File: config.mk
export PLATFORM = sky130hd
export DESIGN_NAME = exmem_pipe_stage
export DESIGN_NICKNAME = d
export VERILOG_FILES = /design/src/rtl/exmem_pkg.sv /design/src/rtl/exmem_skid_buf.sv /design/src/rtl/exmem_pipe_stage.sv
export SDC_FILE = /design/constraint.sdc
export NUM_CORES = 1
export LEC_CHECK = 0
export CAP_MARGIN = 20
export CORE_UTILIZATION = 43
export DETAILED_ROUTE_END_ITERATION = 16
export PLACE_DENSITY = 0.85
export SLEW_MARGIN = 5
export SYNTH_ARGS = -nofsm -noshare
export SYNTH_HDL_FRONTEND = slang
export SYNTH_SLANG_ARGS = --single-unit
File: constraint.sdc
create_clock -name Clk -period 11.6 [get_ports Clk]
set_input_delay 2.32 -clock Clk [delete_from_list [all_inputs] [get_ports Clk]]
set_output_delay 2.32 -clock Clk [all_outputs]
set_load 0.02 [all_outputs]
File: src/rtl/exmem_pkg.sv
// Shared definitions for the EX/MEM pipeline stage: M-bundle field indices,
// default payload layout and the skid buffer state encoding.
package exmem_pkg;

  localparam int EXMEM_DATA_W   = 32;
  localparam int EXMEM_REG_W    = 5;
  localparam int EXMEM_WB_W     = 2;
  localparam int EXMEM_MEM_OP_W = 2;
  localparam int EXMEM_CNT_W    = 16;
  localparam int EXMEM_M_W      = 2*EXMEM_MEM_OP_W + 1;

  // M bundle: {Branch, MemWrite[MEM_OP_W], MemRead[MEM_OP_W]}
  localparam int M_BRANCH_IDX = 2*EXMEM_MEM_OP_W;
  localparam int M_WRITE_HI   = 2*EXMEM_MEM_OP_W - 1;
  localparam int M_WRITE_LO   = EXMEM_MEM_OP_W;
  localparam int M_READ_HI    = EXMEM_MEM_OP_W - 1;
  localparam int M_READ_LO    = 0;

  typedef struct packed {
    logic [EXMEM_WB_W-1:0]   wb;
    logic [EXMEM_M_W-1:0]    m;
    logic [EXMEM_DATA_W-1:0] branch_add;
    logic [EXMEM_DATA_W-1:0] alu_result;
    logic                    alu_zero;
    logic [EXMEM_REG_W-1:0]  write_reg;
    logic [EXMEM_DATA_W-1:0] read_data2;
  } exmem_payload_t;

  typedef enum logic [1:0] {
    SKID_EMPTY = 2'd0,
    SKID_FULL1 = 2'd1,
    SKID_FULL2 = 2'd2
  } skid_state_t;

  function automatic logic [1:0] popcount3(input logic a, input logic b, input logic c);
    return {1'b0, a} + {1'b0, b} + {1'b0, c};
  endfunction

endpackage

File: src/rtl/exmem_skid_buf.sv
// Generic 2-entry skid buffer (output register + one skid entry) with flush
// and a registered in_ready; used by the stage when EXMEM_SKID_EN is defined.
module exmem_skid_buf
  import exmem_pkg::*;
#(
  parameter int W = 8
) (
  input  logic         Clk,
  input  logic         Rst,
  input  logic         flush,
  input  logic         in_valid,
  output logic         in_ready,
  input  logic [W-1:0] in_data,
  output logic         out_valid,
  input  logic         out_ready,
  output logic [W-1:0] out_data,
  output logic         skid_valid
);

  skid_state_t  state_reg;
  logic [W-1:0] out_reg;
  logic [W-1:0] skid_reg;
  logic         in_ready_reg;
  logic         accept;
  logic         consume;

  assign accept     = in_valid && in_ready_reg;
  assign consume    = (state_reg != SKID_EMPTY) && out_ready;
  assign in_ready   = in_ready_reg;
  assign out_valid  = (state_reg != SKID_EMPTY);
  assign skid_valid = (state_reg == SKID_FULL2);
  assign out_data   = out_reg;

  always_ff @(posedge Clk or posedge Rst) begin
    if (Rst) begin
      state_reg    <= SKID_EMPTY;
      out_reg      <= '0;
      skid_reg     <= '0;
      in_ready_reg <= 1'b1;
    end else if (flush) begin
      state_reg    <= SKID_EMPTY;
      out_reg      <= '0;
      skid_reg     <= '0;
      in_ready_reg <= 1'b1;
    end else begin
      case (state_reg)
        SKID_EMPTY: begin
          if (accept) begin
            out_reg   <= in_data;
            state_reg <= SKID_FULL1;
          end
        end
        SKID_FULL1: begin
          if (accept && consume) begin
            out_reg <= in_data;
          end else if (accept) begin
            skid_reg     <= in_data;
            state_reg    <= SKID_FULL2;
            in_ready_reg <= 1'b0;
          end else if (consume) begin
            out_reg   <= '0;
            state_reg <= SKID_EMPTY;
          end
        end
        SKID_FULL2: begin
          // in_ready is low here, so only the drain path exists
          if (consume) begin
            out_reg      <= skid_reg;
            skid_reg     <= '0;
            state_reg    <= SKID_FULL1;
            in_ready_reg <= 1'b1;
          end
        end
        default: begin
          state_reg    <= SKID_EMPTY;
          in_ready_reg <= 1'b1;
        end
      endcase
    end
  end

endmodule

File: src/rtl/exmem_pipe_stage.sv
// EX/MEM pipeline register with valid/ready, flush-to-bubble and a saturating
// squashed-beat counter. Define EXMEM_SKID_EN for a 2-entry skid (registered InReady).
module exmem_pipe_stage
  import exmem_pkg::*;
#(
  parameter int DATA_W   = EXMEM_DATA_W,
  parameter int REG_W    = EXMEM_REG_W,
  parameter int WB_W     = EXMEM_WB_W,
  parameter int MEM_OP_W = EXMEM_MEM_OP_W,
  parameter int CNT_W    = EXMEM_CNT_W
) (
  input  logic                  Clk,
  input  logic                  Rst,
  input  logic                  Flush,
  input  logic                  InValid,
  output logic                  InReady,
  input  logic [WB_W-1:0]       WBin,
  input  logic [2*MEM_OP_W:0]   Min,
  input  logic [DATA_W-1:0]     BranchAdd,
  input  logic [DATA_W-1:0]     ALUResult,
  input  logic                  ALUZero,
  input  logic [REG_W-1:0]      WriteReg,
  input  logic [DATA_W-1:0]     ReadData2,
  output logic                  OutValid,
  input  logic                  OutReady,
  output logic [WB_W-1:0]       WBout,
  output logic                  MBranch,
  output logic [MEM_OP_W-1:0]   MemWrite,
  output logic [MEM_OP_W-1:0]   MemRead,
  output logic [DATA_W-1:0]     BranchAddout,
  output logic [DATA_W-1:0]     ALUResultout,
  output logic                  ALUZeroOut,
  output logic [REG_W-1:0]      WriteRegout,
  output logic [DATA_W-1:0]     ReadData2out,
  output logic [CNT_W-1:0]      BubbleCnt
);

  localparam int M_W   = 2*MEM_OP_W + 1;
  localparam int PAY_W = WB_W + M_W + 3*DATA_W + 1 + REG_W;

  logic [PAY_W-1:0] in_pay;
  logic [PAY_W-1:0] out_pay;
  logic [M_W-1:0]   m_q;
  logic             out_valid;
  logic             skid_valid;

  assign in_pay = {WBin, Min, BranchAdd, ALUResult, ALUZero, WriteReg, ReadData2};
  assign {WBout, m_q, BranchAddout, ALUResultout, ALUZeroOut, WriteRegout, ReadData2out} = out_pay;
  assign MBranch  = m_q[2*MEM_OP_W];
  assign MemWrite = m_q[2*MEM_OP_W-1:MEM_OP_W];
  assign MemRead  = m_q[MEM_OP_W-1:0];
  assign OutValid = out_valid;

`ifdef EXMEM_SKID_EN
  exmem_skid_buf #(.W(PAY_W)) u_skid (
    .Clk       (Clk),
    .Rst       (Rst),
    .flush     (Flush),
    .in_valid  (InValid),
    .in_ready  (InReady),
    .in_data   (in_pay),
    .out_valid (out_valid),
    .out_ready (OutReady),
    .out_data  (out_pay),
    .skid_valid(skid_valid)
  );
`else
  logic [PAY_W-1:0] out_pay_reg;
  logic             out_valid_reg;

  assign InReady    = OutReady || !out_valid_reg;
  assign out_valid  = out_valid_reg;
  assign out_pay    = out_pay_reg;
  assign skid_valid = 1'b0;

  // Payload is cleared whenever the stage empties so idle control reads 0
  always_ff @(posedge Clk or posedge Rst) begin
    if (Rst) begin
      out_valid_reg <= 1'b0;
      out_pay_reg   <= '0;
    end else if (Flush) begin
      out_valid_reg <= 1'b0;
      out_pay_reg   <= '0;
    end else if (InValid && InReady) begin
      out_valid_reg <= 1'b1;
      out_pay_reg   <= in_pay;
    end else if (out_valid_reg && OutReady) begin
      out_valid_reg <= 1'b0;
      out_pay_reg   <= '0;
    end
  end
`endif

  logic [CNT_W-1:0] bubble_cnt_reg;
  logic [1:0]       squash_n;
  logic [CNT_W+1:0] bubble_sum;

  assign squash_n   = Flush ? popcount3(out_valid, skid_valid, InValid) : 2'd0;
  assign bubble_sum = {2'b00, bubble_cnt_reg} + {{CNT_W{1'b0}}, squash_n};
  assign BubbleCnt  = bubble_cnt_reg;

  always_ff @(posedge Clk or posedge Rst) begin
    if (Rst) begin
      bubble_cnt_reg <= '0;
    end else if (bubble_sum > {2'b00, {CNT_W{1'b1}}}) begin
      bubble_cnt_reg <= {CNT_W{1'b1}};
    end else begin
      bubble_cnt_reg <= bubble_sum[CNT_W-1:0];
    end
  end

endmodule

==> results.md, run 1 <==
- Status: complete, no violations
- Max Cap Viol: 0
- Maximum VDD drop: 0.1351 mV
- Clock period minus final worst setup slack: 5.859 ns
- N_diodes: 0
- DRC violations left: 0
- Post-Syn Area: 4767 um2
- Worst Path Max Fanout: 4
- Netlist cell types: 36
- Reg2reg end: BubbleCnt[0]
- Post-route total power: 1.196 mW
- Critical path start-end classification: in2out
- DRT Wirelength: 13640 um
- Sort of element at the start of the critical path: input pin
- Die span in x: 107.3 um
- Root cell of the clock tree: sky130_fd_sc_hd__clkbuf_8
- Max reg flops: 109
- Final critical-path share of the clock period: 50.51%
- Total clock sinks: 126
- Crit path DAT: 3.54 ns
- Via count of the first global-routing pass: 3979
- Final Max Slew Viols: 0
- Number of violations reported at the end of detailed-routing iteration 0: 231
- Final setup skew: 0.006371 ns
- Setup repair after global routing missed its margin: false
- Slack of the worst reg-to-reg path: 9.25 ns
- Worst setup path start: OutReady
- First-pass GRT wire length: 20820 um
- Hold Crit Depth: 1
- Clock latency at the later pin of the worst-skew pair: 0.52 ns
- Core region area: 10840 um2
- Synthesis-to-finish area growth: 63.31%
- Launch instance of the worst register-to-register path: OutValid
- Max Root-Sink Buffers: 2
- Number of buffers inserted to repair setup after CTS: 0
- Hold Fails Final Rpt: 0
- Initial Utilization: 43.98%
- Maximum level of the CTS H-tree: 4
- Hold Path End: out_pay[38]
- Total power per unit cell area: 153.7 nW/um2
- Count of pins on the block boundary: 241
- Average footprint of a synthesized cell: 14.36 um2
- Die area: 11510 um2
- Synthesized netlist cell count: 332
- Num CTS Buffers: 17
- Overall global routing resource usage: 24.26%
- Number of detailed-routing iterations run before antenna repair: 4
- Number of vias per cell after detailed routing: 5.260
- Total Neg Setup Slack: 0 ns
- PortBufs: 240
- Chip Height: 107.3 um
- Cell area after placement: 7256 um2
- CP dominant cell by count: sky130_fd_sc_hd__clkdlybuf4s50_1
- Net count after synthesis: 450
- Largest net degree at the start of global routing: 106
- Most frequent standard cell in the layout excluding fill and tap cells: sky130_fd_sc_hd__clkdlybuf4s50_1
- Initial antenna violation count: 0
- Actual transition at the worst max-transition pin: 1.114 ns
- Final setup vio count: 0
- Post-route cell area: 7785 um2
- Routed wire length per instance: 18.85 um
- Number of warnings printed during yosys synthesis: 0
- Number of buffers inserted by hold repair at cts: 0
- Half-perimeter wire length after detailed placement: 9448 um
- Post-CTS clock slew at the launch and capture registers of the worst setup and hold paths: 0.05 ns
- Hold/Removal Path Class: reg2reg
- Post-synthesis sequential area ratio: 66.14%
- Placement row count: 38
- Clock tree from TritonCTS: built
- Number of flip-flops and latches in the synthesized netlist: 126
- Leading cell types in the layout, fill and taps excluded: 240 x sky130_fd_sc_hd__clkdlybuf4s50_1, 126 x sky130_fd_sc_hd__dfrtp_1, 109 x sky130_fd_sc_hd__a22o_1, 16 x sky130_fd_sc_hd__clkbuf_16, 11 x sky130_fd_sc_hd__nand2_1
- Share of final-layout standard cells stronger than drive strength 1: 7.534%
- Largest stage delay, worst path: 0.60 ns
- Headroom to the max-slew limit: 25.75%
- Remaining number of nets flagged by the antenna check after routing: 0
- F_max: 0.1707 GHz
- Via Count: 3808
- Static leakage: 3.494 nW
- Placer Congestion: 0.7732
- List of cells traversed by the critical path: clkdlybuf4s50_1 -> nor2b_4 -> inv_1 -> clkdlybuf4s50_1
- Grt total ovfl: 0
- Nets: 689
- Kind of capture point of the worst setup path: output pin
- Critical hold path startpoint: out_pay[38]
- Data required time of the worst path: 9.28 ns
- Number of gates resized after cts: 0
- Number of cells on the worst reg-to-reg path: 8
- Worst path slowest cell: sky130_fd_sc_hd__clkdlybuf4s50_1
stage by stage:
step | hold WS, ns | worst slack, ns | utilization (%) | cells
2_1_floorplan | 0.6255 | 5.924 | - | 332
3_3_place_gp | 0.4864 | 5.754 | 66.68 | 691
3_5_place_dp | 0.4907 | 5.742 | 66.93 | 692
4_1_cts | 0.5064 | 5.737 | 71.81 | 724
5_1_grt | 0.5181 | 5.709 | 71.81 | 724
6_report | 0.5037 | 5.741 | 71.81 | 724
metal layers:
metal	track usage (%)	vias to the layer above	wire, um
li1	-	1730	-
met4	9.785	0	249
met1	27.40	1895	5188
met5	0	-	0
met3	7.748	20	1079
met2	42.40	163	7126
cell usage after synthesis (all sizes together):
master / number / area [um2]
dfrtp: 126 / 3153
a22o: 109 / 954.7
buf: 24 / 146.4
nand2: 11 / 41.29
nor2: 9 / 46.29
xnor2: 9 / 78.83
nand3: 5 / 42.54
inv: 4 / 15.01
a31oi: 3 / 18.77
ha: 3 / 37.54
nand4: 3 / 25.02
nor2b: 3 / 26.27
nor3: 3 / 20.02
nor4: 3 / 33.78
o21ai: 3 / 15.01
a21oi: 2 / 10.01
and2: 2 / 12.51
and3: 2 / 12.51
and4: 2 / 17.52
a41oi: 1 / 8.760
fa: 1 / 20.02
mux2i: 1 / 10.01
nand2b: 1 / 6.260
nor3b: 1 / 7.510
or2b: 1 / 7.510
kinds of logic after synthesis:
kind of cell	after synthesis	synth area share [%]
buf+inv	28	3.386
fa+ha+maj	4	1.207
mux	1	0.2100
flops	126	66.14
compound gates	118	21.13
xor+xnor	9	1.654
simple gates	46	6.273
worst max path at each step:
| stage | cells after the start | to | slack [ns] |
|---|---|---|---|
| 2_1_floorplan | 1 | BubbleCnt[0] | 5.92 |
| 3_3_place_gp | 4 | InReady | 5.75 |
| 3_5_place_dp | 4 | InReady | 5.74 |
| 4_1_cts | 4 | InReady | 5.74 |
| 5_1_grt | 4 | InReady | 5.71 |
| 6_report | 4 | InReady | 5.74 |
power by group:
part	switching (mW)	internal (mW)
clock	0.180	0.288
combinational	0.107	0.118
sequential	0.0314	0.472
cell type report:
type                            instances  area (um2)
Tap cell                              140       175.2
Clock buffer                           25       494.2
Multi-Input combinational cell        178        1458
Inverter                                4       17.52
Clock inverter                          7       35.03
Timing Repair Buffer                  244        2452
Sequential cell                       126        3153
Fill cell                             717        3055
worst max-delay path, delay by kind of cell:
kind | cells | cell delay, ns
AND/OR/NAND/NOR | 1 | 0.06
buffers and inverters | 3 | 1.15
(Power assumes the default switching activity.)
==> inputs of run 2 (changes only) <==
Settings changed: CORE_UTILIZATION 43 to 36, PLACE_DENSITY 0.85 to 0.76.
Clock period 11.6 ns to 5 ns, I/O delays scaled along.
==> run 2 against run 1 <==
Effect of this change:
- non-clock buffer count grew 1
- critical path depth is the same
- setup slack worse by 4.0 ns
- final area grew 1.5%
- critical path type unchanged
- first-iteration DRC count decreased by 1.3%
- total power is 140% higher
==> results.md, run 2 (same netlist as run 1, synthesis figures left out) <==
- Met3 routed WL: 1004 um (was 1079 um)
- Cell area after placement: 7296 um2 (was 7256 um2)
- Actual transition at the worst max-transition pin: 0.9504 ns (was 1.114 ns)
- F_max: 0.3110 GHz
- Worst Path Max Fanout: 4 (unchanged)
- Placement row count: 41 (was 38)
- Hold/Removal Path Class: reg2reg (unchanged)
- Max Cap Viol: 0 (unchanged)
- Static leakage: 3.517 nW (was 3.494 nW)
- Kind of capture point of the worst setup path: output pin (unchanged)
- Max Root-Sink Buffers: 2 (unchanged)
- Largest net degree at the start of global routing: 76 (was 106)
- Number of buffers inserted to repair setup after CTS: 0 (unchanged)
- Via Count: 3749 (was 3808)
- Initial Utilization: 37.32% (was 43.98%)
- Die area: 13710 um2 (was 11510 um2)
- Synthesis-to-finish area growth: 65.77% (was 63.31%)
- Overall global routing resource usage: 18.36% (was 24.26%)
- Status: complete, no violations (unchanged)
- Share of final-layout standard cells stronger than drive strength 1: 8.205% (was 7.534%)
- Sw Share: 26.05% (was 26.63%)
- Post-CTS clock slew at the launch and capture registers of the worst setup and hold paths: 0.06 ns (was 0.05 ns)
- Core region area: 12770 um2 (was 10840 um2)
- Final Max Slew Viols: 0 (unchanged)
- Number of gates resized after cts: 0 (unchanged)
- Hold Fails Final Rpt: 0 (unchanged)
- Critical path start-end classification: in2out (unchanged)
- Number of buffers inserted by hold repair at cts: 0 (unchanged)
- Remaining number of nets flagged by the antenna check after routing: 0 (unchanged)
- Num CTS Buffers: 17 (unchanged)
- DRC violations left: 0 (unchanged)
- First-pass GRT wire length: 18890 um (was 20820 um)
- Maximum VDD drop: 0.2714 mV (was 0.1351 mV)
- Portion of total power attributed to combinational logic: 17.3% (was 18.8%)
- Post-route cell area: 7903 um2 (was 7785 um2)
- Clock latency at the later pin of the worst-skew pair: 0.41 ns (was 0.52 ns)
- Final setup vio count: 0 (unchanged)
- Half-perimeter wire length after detailed placement: 8868 um (was 9448 um)
- Count of pins on the block boundary: 241 (unchanged)
- Grt total ovfl: 0 (unchanged)
- Net Sw Power: 761.8 uW (was 318.5 uW)
- Number of vias per cell after detailed routing: 4.952 (was 5.260)
- Clock power frac: 42.7% (was 39.1%)
- Placer Congestion: 0.7858 (was 0.7732)
- Wire length on met1: 5419 um (was 5188 um)
- Setup repair after global routing missed its margin: false (unchanged)
- Met2 WL post-DR: 6261 um (was 7126 um)
- Headroom to the max-slew limit: 36.49% (was 25.75%)
- Sort of element at the start of the critical path: input pin (unchanged)
- Root cell of the clock tree: sky130_fd_sc_hd__clkbuf_16 (was sky130_fd_sc_hd__clkbuf_8)
- Maximum level of the CTS H-tree: 4 (unchanged)
- Portion of total power attributed to sequential cells: 40.0% (was 42.1%)
- Final setup skew: 0.007714 ns (was 0.006371 ns)
- PortBufs: 240 (unchanged)
- Number of detailed-routing iterations run before antenna repair: 4 (unchanged)
- Number of violations reported at the end of detailed-routing iteration 0: 228 (was 231)
- Chip Height: 117.1 um (was 107.3 um)
- Final critical-path share of the clock period: 64.31%
- Total Neg Setup Slack: 0 ns (unchanged)
- Nets: 690 (was 689)
- Die span in x: 117.1 um (was 107.3 um)
- Initial antenna violation count: 0 (unchanged)
- Clock tree from TritonCTS: built (unchanged)
- Most frequent standard cell in the layout excluding fill and tap cells: sky130_fd_sc_hd__clkdlybuf4s50_1 (unchanged)
- Routed wire length per instance: 17.04 um (was 18.85 um)
- Leading cell types in the layout, fill and taps excluded: 240 x sky130_fd_sc_hd__clkdlybuf4s50_1, 126 x sky130_fd_sc_hd__dfrtp_1, 109 x sky130_fd_sc_hd__a22o_1, 17 x sky130_fd_sc_hd__clkbuf_16, 11 x sky130_fd_sc_hd__nand2_1 (was 240 x sky130_fd_sc_hd__clkdlybuf4s50_1, 126 x sky130_fd_sc_hd__dfrtp_1, 109 x sky130_fd_sc_hd__a22o_1, 16 x sky130_fd_sc_hd__clkbuf_16, 11 x sky130_fd_sc_hd__nand2_1)
- Via count of the first global-routing pass: 3671 (was 3979)
- Top routing layer in use: met4 (unchanged)
- Crit path DAT: 2.22 ns (was 3.54 ns)
- Total power per unit cell area: 370.0 nW/um2 (was 153.7 nW/um2)
- Clock period minus final worst setup slack: 3.215 ns
- DRT Wirelength: 12900 um (was 13640 um)
- N_diodes: 0 (unchanged)
- Max reg flops: 109 (unchanged)
- Total clock sinks: 126 (unchanged)
- Data required time of the worst path: 4.00 ns (was 9.28 ns)
- Cell-internal power: 2.162 mW (was 877.7 uW)
-- run 2: cell count changes in the layout (fill, tap and decap cells not counted) --
| cell | previous run | this run |
|---|---|---|
| sky130_fd_sc_hd__clkinv_2 | 7 | 4 |
| sky130_fd_sc_hd__clkinv_4 | 0 | 3 |
| sky130_fd_sc_hd__buf_16 | 1 | 0 |
| sky130_fd_sc_hd__inv_6 | 0 | 1 |
| sky130_fd_sc_hd__clkinvlp_4 | 0 | 3 |
| sky130_fd_sc_hd__clkbuf_8 | 6 | 1 |
| sky130_fd_sc_hd__clkbuf_1 | 3 | 0 |
| sky130_fd_sc_hd__buf_4 | 3 | 4 |
| sky130_fd_sc_hd__bufinv_16 | 0 | 3 |
| sky130_fd_sc_hd__clkbuf_16 | 16 | 17 |
| sky130_fd_sc_hd__buf_12 | 0 | 1 |
-- run 2: final timing paths --
kind                            cells after the start        start           end  slack (ns)
worst max-delay path                                4     OutReady       InReady        1.78
worst min-delay path                                1  out_pay[85]   out_pay[85]        0.50
worst max register to register                      8     OutValid  BubbleCnt[0]        2.70
worst min register to register                      1  out_pay[85]   out_pay[85]        0.50
max in group asynchronous                           3          Rst   out_pay[32]        2.98
min in group asynchronous                           2          Rst   out_pay[51]        1.11
-- run 2: critical path, stage by stage --
cell and delay (ns):
sky130_fd_sc_hd__clkdlybuf4s50_1 0.50, sky130_fd_sc_hd__nor2b_4 0.06, sky130_fd_sc_hd__inv_1 0.06, sky130_fd_sc_hd__clkdlybuf4s50_1 0.60
-- run 2: stage by stage --
| stage | hold WS (ns) | total power [mW] | utilization [%] | worst slack [ns] | std cells |
|---|---|---|---|---|---|
| final | 0.5002 | 2.924 | 61.87 | 1.785 | 757 |
| after global routing | 0.5158 | 3.037 | 61.87 | 1.749 | 757 |
| after CTS | 0.5071 | 2.957 | 61.87 | 1.779 | 757 |
| after detailed placement | 0.4899 | 1.696 | 57.12 | 1.608 | 725 |
| after floorplan | 0.6255 | 1.410 | - | 0.6441 | 332 |
| after global placement | 0.4874 | 1.687 | 57.12 | 1.642 | 725 |
-- run 2: area by class of cell --
cell class                 instances  area (um2)
fill                             956        4871
sequential                       126        3153
timing repair buffer             245        2452
multi-input combinational        178        1458
clock buffer                      18       439.2
tap                              172       215.2
clock inverter                    14       167.7
inverter                           4       17.52
-- run 2: power by group through the flow --
| stage | Clock (mW) | Sequential (mW) | Combinational [mW] |
|---|---|---|---|
| 6_report | 1.25 | 1.17 | 0.507 |
| 5_1_grt | 1.31 | 1.18 | 0.543 |
| 4_1_cts | 1.27 | 1.17 | 0.513 |
| 3_5_place_dp | 0 | 1.18 | 0.512 |
| 3_3_place_gp | 0 | 1.18 | 0.505 |
| 2_1_floorplan | 0 | 1.27 | 0.144 |
-- run 2: layer usage --
layer  up-vias  global-route usage [%]
met4         0                   8.354
met3        18                   5.407
met1      1821                   22.45
met5         -                       0
li1       1746                       -
met2       164                   30.10
==> inputs of run 3 (changes only) <==
Clock period 5 ns to 2.75 ns, I/O delays scaled along.
==> run 3 against run 2 <==
Effect of this change:
- utilization is 0.43 points higher
- worst hold slack lost 0.00089 ns
- clock skew down 0.0019 ns
==> results.md, run 3 (same netlist as run 1, synthesis figures left out) <==
- Share of final-layout standard cells stronger than drive strength 1: 8.489% (was 8.205%)
- Nets: 696 (was 690)
- Final Max Slew Viols: 0 (unchanged)
- First-pass GRT wire length: 19110 um (was 18890 um)
- Initial antenna violation count: 0 (unchanged)
- Placer Congestion: 0.7937 (was 0.7858)
- Maximum VDD drop: 0.3209 mV (was 0.2714 mV)
- F_max: 0.4201 GHz
- Crit path setup slack, layout: 0.3695 ns (was 1.785 ns)
- Sw Share: 25.82% (was 26.05%)
- Headroom to the max-slew limit: 53.81% (was 36.49%)
- Count of pins on the block boundary: 241 (unchanged)
- Final critical-path share of the clock period: 86.56%
- Portion of total power attributed to sequential cells: 40.3% (was 40.0%)
- Fin Hold WS: 0.4993 ns (was 0.5002 ns)
- Die area: 13710 um2 (unchanged)
- Crit path DAT: 2.67 ns (was 2.22 ns)
- Net Sw Power: 1.361 mW (was 761.8 uW)
- Sort of element at the start of the critical path: input pin (unchanged)
- Max Cap Viol: 0 (unchanged)
- Number of buffers inserted to repair setup after CTS: 0 (unchanged)
- Total power per unit cell area: 662.4 nW/um2 (was 370.0 nW/um2)
- PortBufs: 240 (unchanged)
- Max Root-Sink Buffers: 2 (unchanged)
- Overall global routing resource usage: 18.52% (was 18.36%)
- Hold/Removal Path Class: reg2reg (unchanged)
- Post-route total power: 5.271 mW (was 2.924 mW)
- Most frequent standard cell in the layout excluding fill and tap cells: sky130_fd_sc_hd__clkdlybuf4s50_1 (unchanged)
- Routed wire length per instance: 16.96 um (was 17.04 um)
- Static leakage: 3.533 nW (was 3.517 nW)
- Leading cell types in the layout, fill and taps excluded: 240 x sky130_fd_sc_hd__clkdlybuf4s50_1, 126 x sky130_fd_sc_hd__dfrtp_1, 109 x sky130_fd_sc_hd__a22o_1, 17 x sky130_fd_sc_hd__clkbuf_16, 11 x sky130_fd_sc_hd__nand2_1 (unchanged)
- Core region area: 12770 um2 (unchanged)
- Critical path start-end classification: in2reg (was in2out)
- Data required time of the worst path: 3.04 ns (was 4.00 ns)
- Number of violations reported at the end of detailed-routing iteration 0: 187 (was 228)
- Setup repair after global routing missed its margin: false (unchanged)
- Met3 routed WL: 1005 um (was 1004 um)
- Placement row count: 41 (unchanged)
- Initial Utilization: 37.32% (unchanged)
- List of cells traversed by the critical path: clkdlybuf4s50_1 -> ha_1 -> and2_1 -> ha_1 -> fa_1 -> nand4_2 -> nor2_2 -> nand3_2 -> or2b_1 (was clkdlybuf4s50_1 -> nor2b_4 -> inv_1 -> clkdlybuf4s50_1)
- Buffering stage count on the worst path with inverters included: 1 (was 3)
- Number of detailed-routing iterations run before antenna repair: 4 (unchanged)
- Clock latency at the later pin of the worst-skew pair: 0.41 ns (about the same)
- Cell-internal power: 3.910 mW (was 2.162 mW)
- Clock tree from TritonCTS: built (unchanged)
- CP dominant cell by count: sky130_fd_sc_hd__ha_1 (was sky130_fd_sc_hd__clkdlybuf4s50_1)
- Half-perimeter wire length after detailed placement: 8628 um (was 8868 um)
- Number of buffers inserted by hold repair at cts: 0 (unchanged)
- Hold Fails Final Rpt: 0 (unchanged)
- Post-CTS clock slew at the launch and capture registers of the worst setup and hold paths: 0.05 ns (was 0.06 ns)
- Pre-CTS WS: -0.05293 ns (was 1.608 ns)
- Actual transition at the worst max-transition pin: 0.6928 ns (was 0.9504 ns)
- DRC violations left: 0 (unchanged)
- Portion of total power attributed to combinational logic: 18.0% (was 17.3%)
- Largest stage delay, worst path: 0.45 ns (was 0.60 ns)
- Die span in x: 117.1 um (unchanged)
- Num CTS Buffers: 17 (unchanged)
- Status: complete, no violations (unchanged)
- Cell area after placement: 7380 um2 (was 7296 um2)
- Max reg flops: 109 (unchanged)
- DRT Wirelength: 12910 um (was 12900 um)
- Total Neg Setup Slack: 0 ns (unchanged)
- Number of vias per cell after detailed routing: 4.951 (was 4.952)
- Post-route cell area: 7958 um2 (was 7903 um2)
- Chip Height: 117.1 um (unchanged)
- Grt total ovfl: 0 (unchanged)
- Via Count: 3768 (was 3749)
- N_diodes: 0 (unchanged)
- Final setup vio count: 0 (unchanged)
- Worst Path Max Fanout: 7 (was 4)
- Top Family by Delay on Critical Path: adder cells (was buffers and inverters)
- Synthesis-to-finish area growth: 66.93% (was 65.77%)
- Remaining number of nets flagged by the antenna check after routing: 0 (unchanged)
- Kind of capture point of the worst setup path: flip-flop (was output pin)
- Wire length on met1: 5394 um (was 5419 um)
- Root cell of the clock tree: sky130_fd_sc_hd__clkbuf_16 (unchanged)
- Top routing layer in use: met4 (unchanged)
- Total clock sinks: 126 (unchanged)
- Clock period minus final worst setup slack: 2.380 ns
- Met2 WL post-DR: 6291 um (was 6261 um)
- Via count of the first global-routing pass: 3637 (was 3671)
- Largest net degree at the start of global routing: 127 (was 76)
- Worst path slowest cell: sky130_fd_sc_hd__fa_1 (was sky130_fd_sc_hd__clkdlybuf4s50_1)
- Clock power frac: 41.7% (was 42.7%)
- Final setup skew: 0.005843 ns (was 0.007714 ns)
- Number of gates resized after cts: 0 (unchanged)
- Maximum level of the CTS H-tree: 4 (unchanged)
==> run 3: worst paths after layout <==
check	from	to	slack, ns	cells past startpoint
min in group asynchronous	Rst	BubbleCnt[2]	0.65	3
min	out_pay[44]	out_pay[44]	0.50	1
max in group asynchronous	Rst	out_pay[45]	1.54	3
min reg2reg	out_pay[44]	out_pay[44]	0.50	1
max reg2reg	OutValid	BubbleCnt[0]	0.53	8
max	InValid	BubbleCnt[0]	0.37	9
==> run 3: cell type report <==
| class | count | area [um2] |
|---|---|---|
| clock buffers | 19 | 432.9 |
| clock inverters | 11 | 145.1 |
| fillers | 967 | 4816 |
| inverters | 4 | 18.77 |
| multi-input cells | 178 | 1458 |
| flip-flops and latches | 126 | 3153 |
| well taps | 172 | 215.2 |
| repair buffers | 251 | 2535 |
==> run 3: per-layer routing <==
layer	track usage, %	vias to the layer above
met2	30.26	158
met1	22.07	1850
met3	6.591	18
met4	8.186	0
li1	-	1742
met5	0	-
==> run 3: power by group through the flow <==
| stage | combinational, mW | sequential [mW] | clock [mW] |
|---|---|---|---|
| finish | 0.950 | 2.12 | 2.20 |
| global route | 1.01 | 2.15 | 2.32 |
| global placement | 0.938 | 2.15 | 0 |
| floorplan | 0.262 | 2.30 | 0 |
| CTS | 0.962 | 2.12 | 2.24 |
| detailed placement | 0.958 | 2.15 | 0 |
==> run 3: per-stage QoR <==
stage	utilization [%]	std cells
finish	62.30	761
global route	62.30	761
CTS	62.30	761
detailed placement	57.77	731
global placement	57.77	731
floorplan	-	332
==> variant 1: new RTL, settings of run 2 <==
`EXMEM_CNT_W`: 16 -> 18.
--- a/src/rtl/exmem_pkg.sv
+++ b/src/rtl/exmem_pkg.sv
@@ -6,7 +6,7 @@
   localparam int EXMEM_REG_W    = 5;
   localparam int EXMEM_WB_W     = 2;
   localparam int EXMEM_MEM_OP_W = 2;
-  localparam int EXMEM_CNT_W    = 16;
+  localparam int EXMEM_CNT_W    = 18;
   localparam int EXMEM_M_W      = 2*EXMEM_MEM_OP_W + 1;
 
   // M bundle: {Branch, MemWrite[MEM_OP_W], MemRead[MEM_OP_W]}
Ports: changed (resized BubbleCnt); port bits go from 241 to 243. The function was not compared with the original's and may differ.
==> variant 1 against run 2 <==
- design area is 0.90% higher
- register-to-register slack got worse by 310 ps
- worst setup slack got worse by 65 ps
- area after synthesis is 0.10% higher
- global-route usage increased by 0.72 points
- cell count up 1.1%
- power is 0.27% higher
- sequential cell count up 2
- maximum frequency shrank 2.0%
- wire length grew 1.8%
- largest power group unchanged
==> variant 1: results (changes against run 2) <==
stage,metric,value,unit,change
global_route,first-pass GRT wire length,19700,µm,was 18900 µm
global_route,pin count of the biggest net entering global routing,70,,was 76
critical_path,critical setup path kind,input port to register,,was input port to output pin
synth,Syn Area/Cell,14.1,µm²,was 14.4 µm²
routing,Detailed Route Iter0 Violations,238,,was 228
final_layout,Layout Nets,698,,was 690
timing,Hold WS,498,ps,was 500 ps
worst_hold_path,worst hold start,out_pay[96],,was out_pay[85]
clock_network,setup bufs post-CTS,0,,unchanged
clock_network,Post-CTS Resized,0,,unchanged
worst_hold_path,hold path endpoint,out_pay[96],,was out_pay[85]
timing,slew margin rel.,49.9,%,was 36.5%
worst_hold_path,hold crit path type,register to register,,unchanged
power,total power,0.00293,W,was 0.00292 W
critical_path,worst-case reg-to-reg path depth,8,,unchanged
critical_path,crit path DAT,3630,ps,was 2220 ps
global_route,number of global-route vias before repair,3915,,was 3671
critical_path,CP max FO,15,,was 4
synth,Post-synth top cells,"128 x dfrtp_1, 109 x a22o_1, 17 x clkbuf_1, 13 x nand2_1, 9 x nor2_1",,"was 126 x dfrtp_1, 109 x a22o_1, 18 x buf_2, 11 x nand2_1, 9 x xnor2_1"
global_route,GRT Util Overall,19.1,%,was 18.4%
placement,Post-Place Cells,733,,was 725
synth,Main synth FF type,dfrtp_1,,unchanged
critical_path,Worst Setup SP,InValid,,was OutReady
synth,top post-synthesis cells by area,"dfrtp_1 67%, a22o_1 20%, xor2_1 1.5%",,"was dfrtp_1 66%, a22o_1 20%, buf_2 1.9%"
critical_path,Crit path max-delay family,simple AND/OR/NAND/NOR gates,,was buffers and inverters
power,leak pwr,3.61,nW,was 3.52 nW
routing,vias,3821,,was 3749
critical_path,Critical Path Max Stage Delay,600,ps,about the same
synth,Mapped Nets,457,,was 450
power,worst vdd ir,0.215,mV,was 0.271 mV
final_layout,# diodes,0,,unchanged
placement,placed cell areas,0.00737,mm²,was 0.00730 mm²
final_layout,layout cells sized above 1,6.91,%,was 8.21%
power,cell-internal power,0.00220,W,was 0.00216 W
routing,drt wl/cell,17.2,µm,was 17.0 µm
critical_path,R2R setup slack,2390,ps,was 2700 ps
timing,Max Clk Rate,305,MHz,was 311 MHz
placement,DP Worst Slack,1330,ps,was 1610 ps
clock_network,Worst-path clk slew,60,ps,about the same
critical_path,reg2reg end,BubbleCnt[1],,was BubbleCnt[0]
synth,distinct cell type count after synthesis,35,,was 36
clock_network,H-tree Lvls,4,,unchanged
synth,sequential fraction of the synthesis area,67.1,%,was 66.1%
routing,Via density,4.99,,was 4.95
placement,PortBufs,242,,was 240
placement,Final Wtd Congestion,0.783,,was 0.786
critical_path,RR Startpoint,OutValid,,unchanged
status,status,"complete, no violations",,unchanged
clock_network,TritonCTS buffer count,17,,unchanged
critical_path,crit path max-delay cell type,or4b_4,,was clkdlybuf4s50_1
synth,Async SR Flop Fraction,100,%,unchanged
final_layout,max reg flops,109,,unchanged
timing,Max Clock Skew,6.58,ps,was 7.71 ps
placement,DP HPWL,8940,µm,was 8870 µm
## variant 1: logic make-up (layout without fill, tap and decap cells)
logic type | count (synthesis) | in the layout | synth area share (%)
adder cells (fa/ha/maj) | 4 | 4 | 1.21
multiplexers | 2 | 2 | 0.420
buffers and inverters | 29 | 283 | 2.60
AO/OA/AOI/OAI | 117 | 117 | 21.2
flip-flops | 128 | 128 | 67.1
XOR/XNOR | 10 | 10 | 1.84
AND/OR/NAND/NOR | 49 | 49 | 5.66
## variant 1: per-layer routing
metal / vias up / GRT usage (%) / part of all wire, %
li1: 1760 / - / -
met1: 1879 / 22.9 / 42
met2: 165 / 30.3 / 48
met3: 17 / 7.72 / 7.9
met4: 0 / 8.44 / 1.8
met5: - / 0 / 0
## variant 1: final cells by class
cell class / count / area, µm²
clock inverters: 10 / 134
well taps: 172 / 215
multi-input cells: 182 / 1460
flip-flops and latches: 128 / 3200
fillers: 969 / 4800
clock buffers: 22 / 474
repair buffers: 247 / 2470
inverters: 4 / 17.5
==> variant 2: new RTL, settings of run 2 <==
Without the edit above. Make the reset (`Rst`) synchronous in 2 clocked blocks.
--- a/src/rtl/exmem_pipe_stage.sv
+++ b/src/rtl/exmem_pipe_stage.sv
@@ -74,7 +74,7 @@
   assign skid_valid = 1'b0;
 
   // Payload is cleared whenever the stage empties so idle control reads 0
-  always_ff @(posedge Clk or posedge Rst) begin
+  always_ff @(posedge Clk) begin
     if (Rst) begin
       out_valid_reg <= 1'b0;
       out_pay_reg   <= '0;
@@ -99,7 +99,7 @@
   assign bubble_sum = {2'b00, bubble_cnt_reg} + {{CNT_W{1'b0}}, squash_n};
   assign BubbleCnt  = bubble_cnt_reg;
 
-  always_ff @(posedge Clk or posedge Rst) begin
+  always_ff @(posedge Clk) begin
     if (Rst) begin
       bubble_cnt_reg <= '0;
     end else if (bubble_sum > {2'b00, {CNT_W{1'b1}}}) begin
Function: differs if Rst is asserted again (counterexample within 4 cycles, from zero or initial values and one cycle with Rst high); with Rst held inactive, the same outputs for 4 cycles.
==> variant 2 against run 2 <==
- sequential power is 10% lower
- sequential cell count stayed put
- worst setup slack worse by 79 ps
- design area down 4.7%
- via count increased by 15%
- power shrank 11%
- register-to-register slack worse by 150 ps
- wire length rose by 0.62%
- area after synthesis down 7.3%
- largest cell class unchanged
==> variant 2: results (changes against run 2) <==
stage,metric,value,unit,change
final_layout,layout cells sized above 1,5.77,%,was 8.21%
routing,drt wl/cell,15.5,µm,was 17.0 µm
synth,post-synthesis adder-cell area fraction,1.30,%,was 1.21%
placement,Post-Place Cells,808,,was 725
status,status,"complete, no violations",,unchanged
power,worst vdd ir,0.183,mV,was 0.271 mV
placement,Final Wtd Congestion,0.789,,was 0.786
critical_path,crit path DAT,2290,ps,was 2220 ps
worst_hold_path,worst hold start,out_pay[67],,was out_pay[85]
timing,Max Clock Skew,5.24,ps,was 7.71 ps
synth,distinct cell type count after synthesis,33,,was 36
final_layout,Layout Nets,800,,was 690
routing,Detailed Route Iter0 Violations,255,,was 228
synth,Mapped Nets,575,,was 450
synth,Post-synth top cells,"126 x dfxtp_1, 113 x nor2_1, 109 x a22oi_1, 32 x clkbuf_1, 13 x a21oi_1",,"was 126 x dfrtp_1, 109 x a22o_1, 18 x buf_2, 11 x nand2_1, 9 x xnor2_1"
timing,slew margin rel.,45.0,%,was 36.5%
synth,Synth Instances,457,,was 332
synth,compound-gate portion of the synthesized area,21.1,%,about the same
synth,Async SR Flop Fraction,0,%,was 100%
global_route,GRT Util Overall,19.8,%,was 18.4%
global_route,number of global-route vias before repair,3983,,was 3671
synth,top post-synthesis cells by area,"dfxtp_1 57%, a22oi_1 19%, nor2_1 9.6%",,"was dfrtp_1 66%, a22o_1 20%, buf_2 1.9%"
synth,sequential fraction of the synthesis area,57.1,%,was 66.1%
final_layout,# fillers,968,,was 956
synth,Main synth FF type,dfxtp_1,,was dfrtp_1
global_route,pin count of the biggest net entering global routing,110,,was 76
placement,DP HPWL,8610,µm,was 8870 µm
final_layout,Final Instance Count excl. Fillers,840,,was 757
-- variant 2: through the flow --
step	total power [W]	setup slack, ps	hold slack, ps	instance area, µm²
after floorplan	0.00121	2150	567	4420
after global placement	0.00138	1470	477	6880
after CTS	0.00263	1700	503	7480
after global routing	0.00270	1650	519	7530
final	0.00260	1710	497	7530
after detailed placement	0.00138	1410	486	6880
-- variant 2: area by class of cell --
| type | count | area share, % |
|---|---|---|
| well taps | 147 | 2.44 |
| inverters | 5 | 0.249 |
| clock buffers | 23 | 6.48 |
| clock inverters | 7 | 1.46 |
| flip-flops and latches | 126 | 33.5 |
| repair buffers | 245 | 32.9 |
| multi-input cells | 287 | 23.0 |
-- variant 2: kinds of logic after synthesis --
kind of cell	count (synthesis)
xor gates and xnor gates	9
AOI/OAI and AO/OA	129
muxes	2
DFF	126
and+or+nand+nor	143
buffers and inverters	44
adders and majority gates	4
-- variant 2: worst max-delay path: stages --
cell	delay, ps
clkdlybuf4s50_1	520
nand2b_1	160
clkdlybuf4s50_1	610
-- variant 2: worst paths after layout --
check	cells past startpoint	endpoint	slack, ps
setup / recovery	3	InReady	1710
hold / removal	2	out_pay[67]	500
setup reg to reg	7	BubbleCnt[0]	2550
hold reg to reg	2	out_pay[67]	500
-- variant 2: metal layers --
layer | global-route usage (%) | vias up | share of wire [%] | wire length [µm]
met5 | 0 | - | 0 | 0
met3 | 6.91 | 27 | 7.8 | 1010
met4 | 10.6 | 0 | 2.5 | 329
li1 | - | 2082 | - | -
met1 | 23.4 | 2009 | 41 | 5380
met2 | 31.8 | 188 | 48 | 6260
-- variant 2: report_power, final --
part	leakage [nW]	internal (W)	total, W	switching, W
clock network	0.299	0.000827	0.00123	0.000407
logic	1.41	0.000175	0.000317	0.000143
registers	1.02	0.00104	0.00105	0.0000172
total	2.73	0.00204	0.00260	0.000567
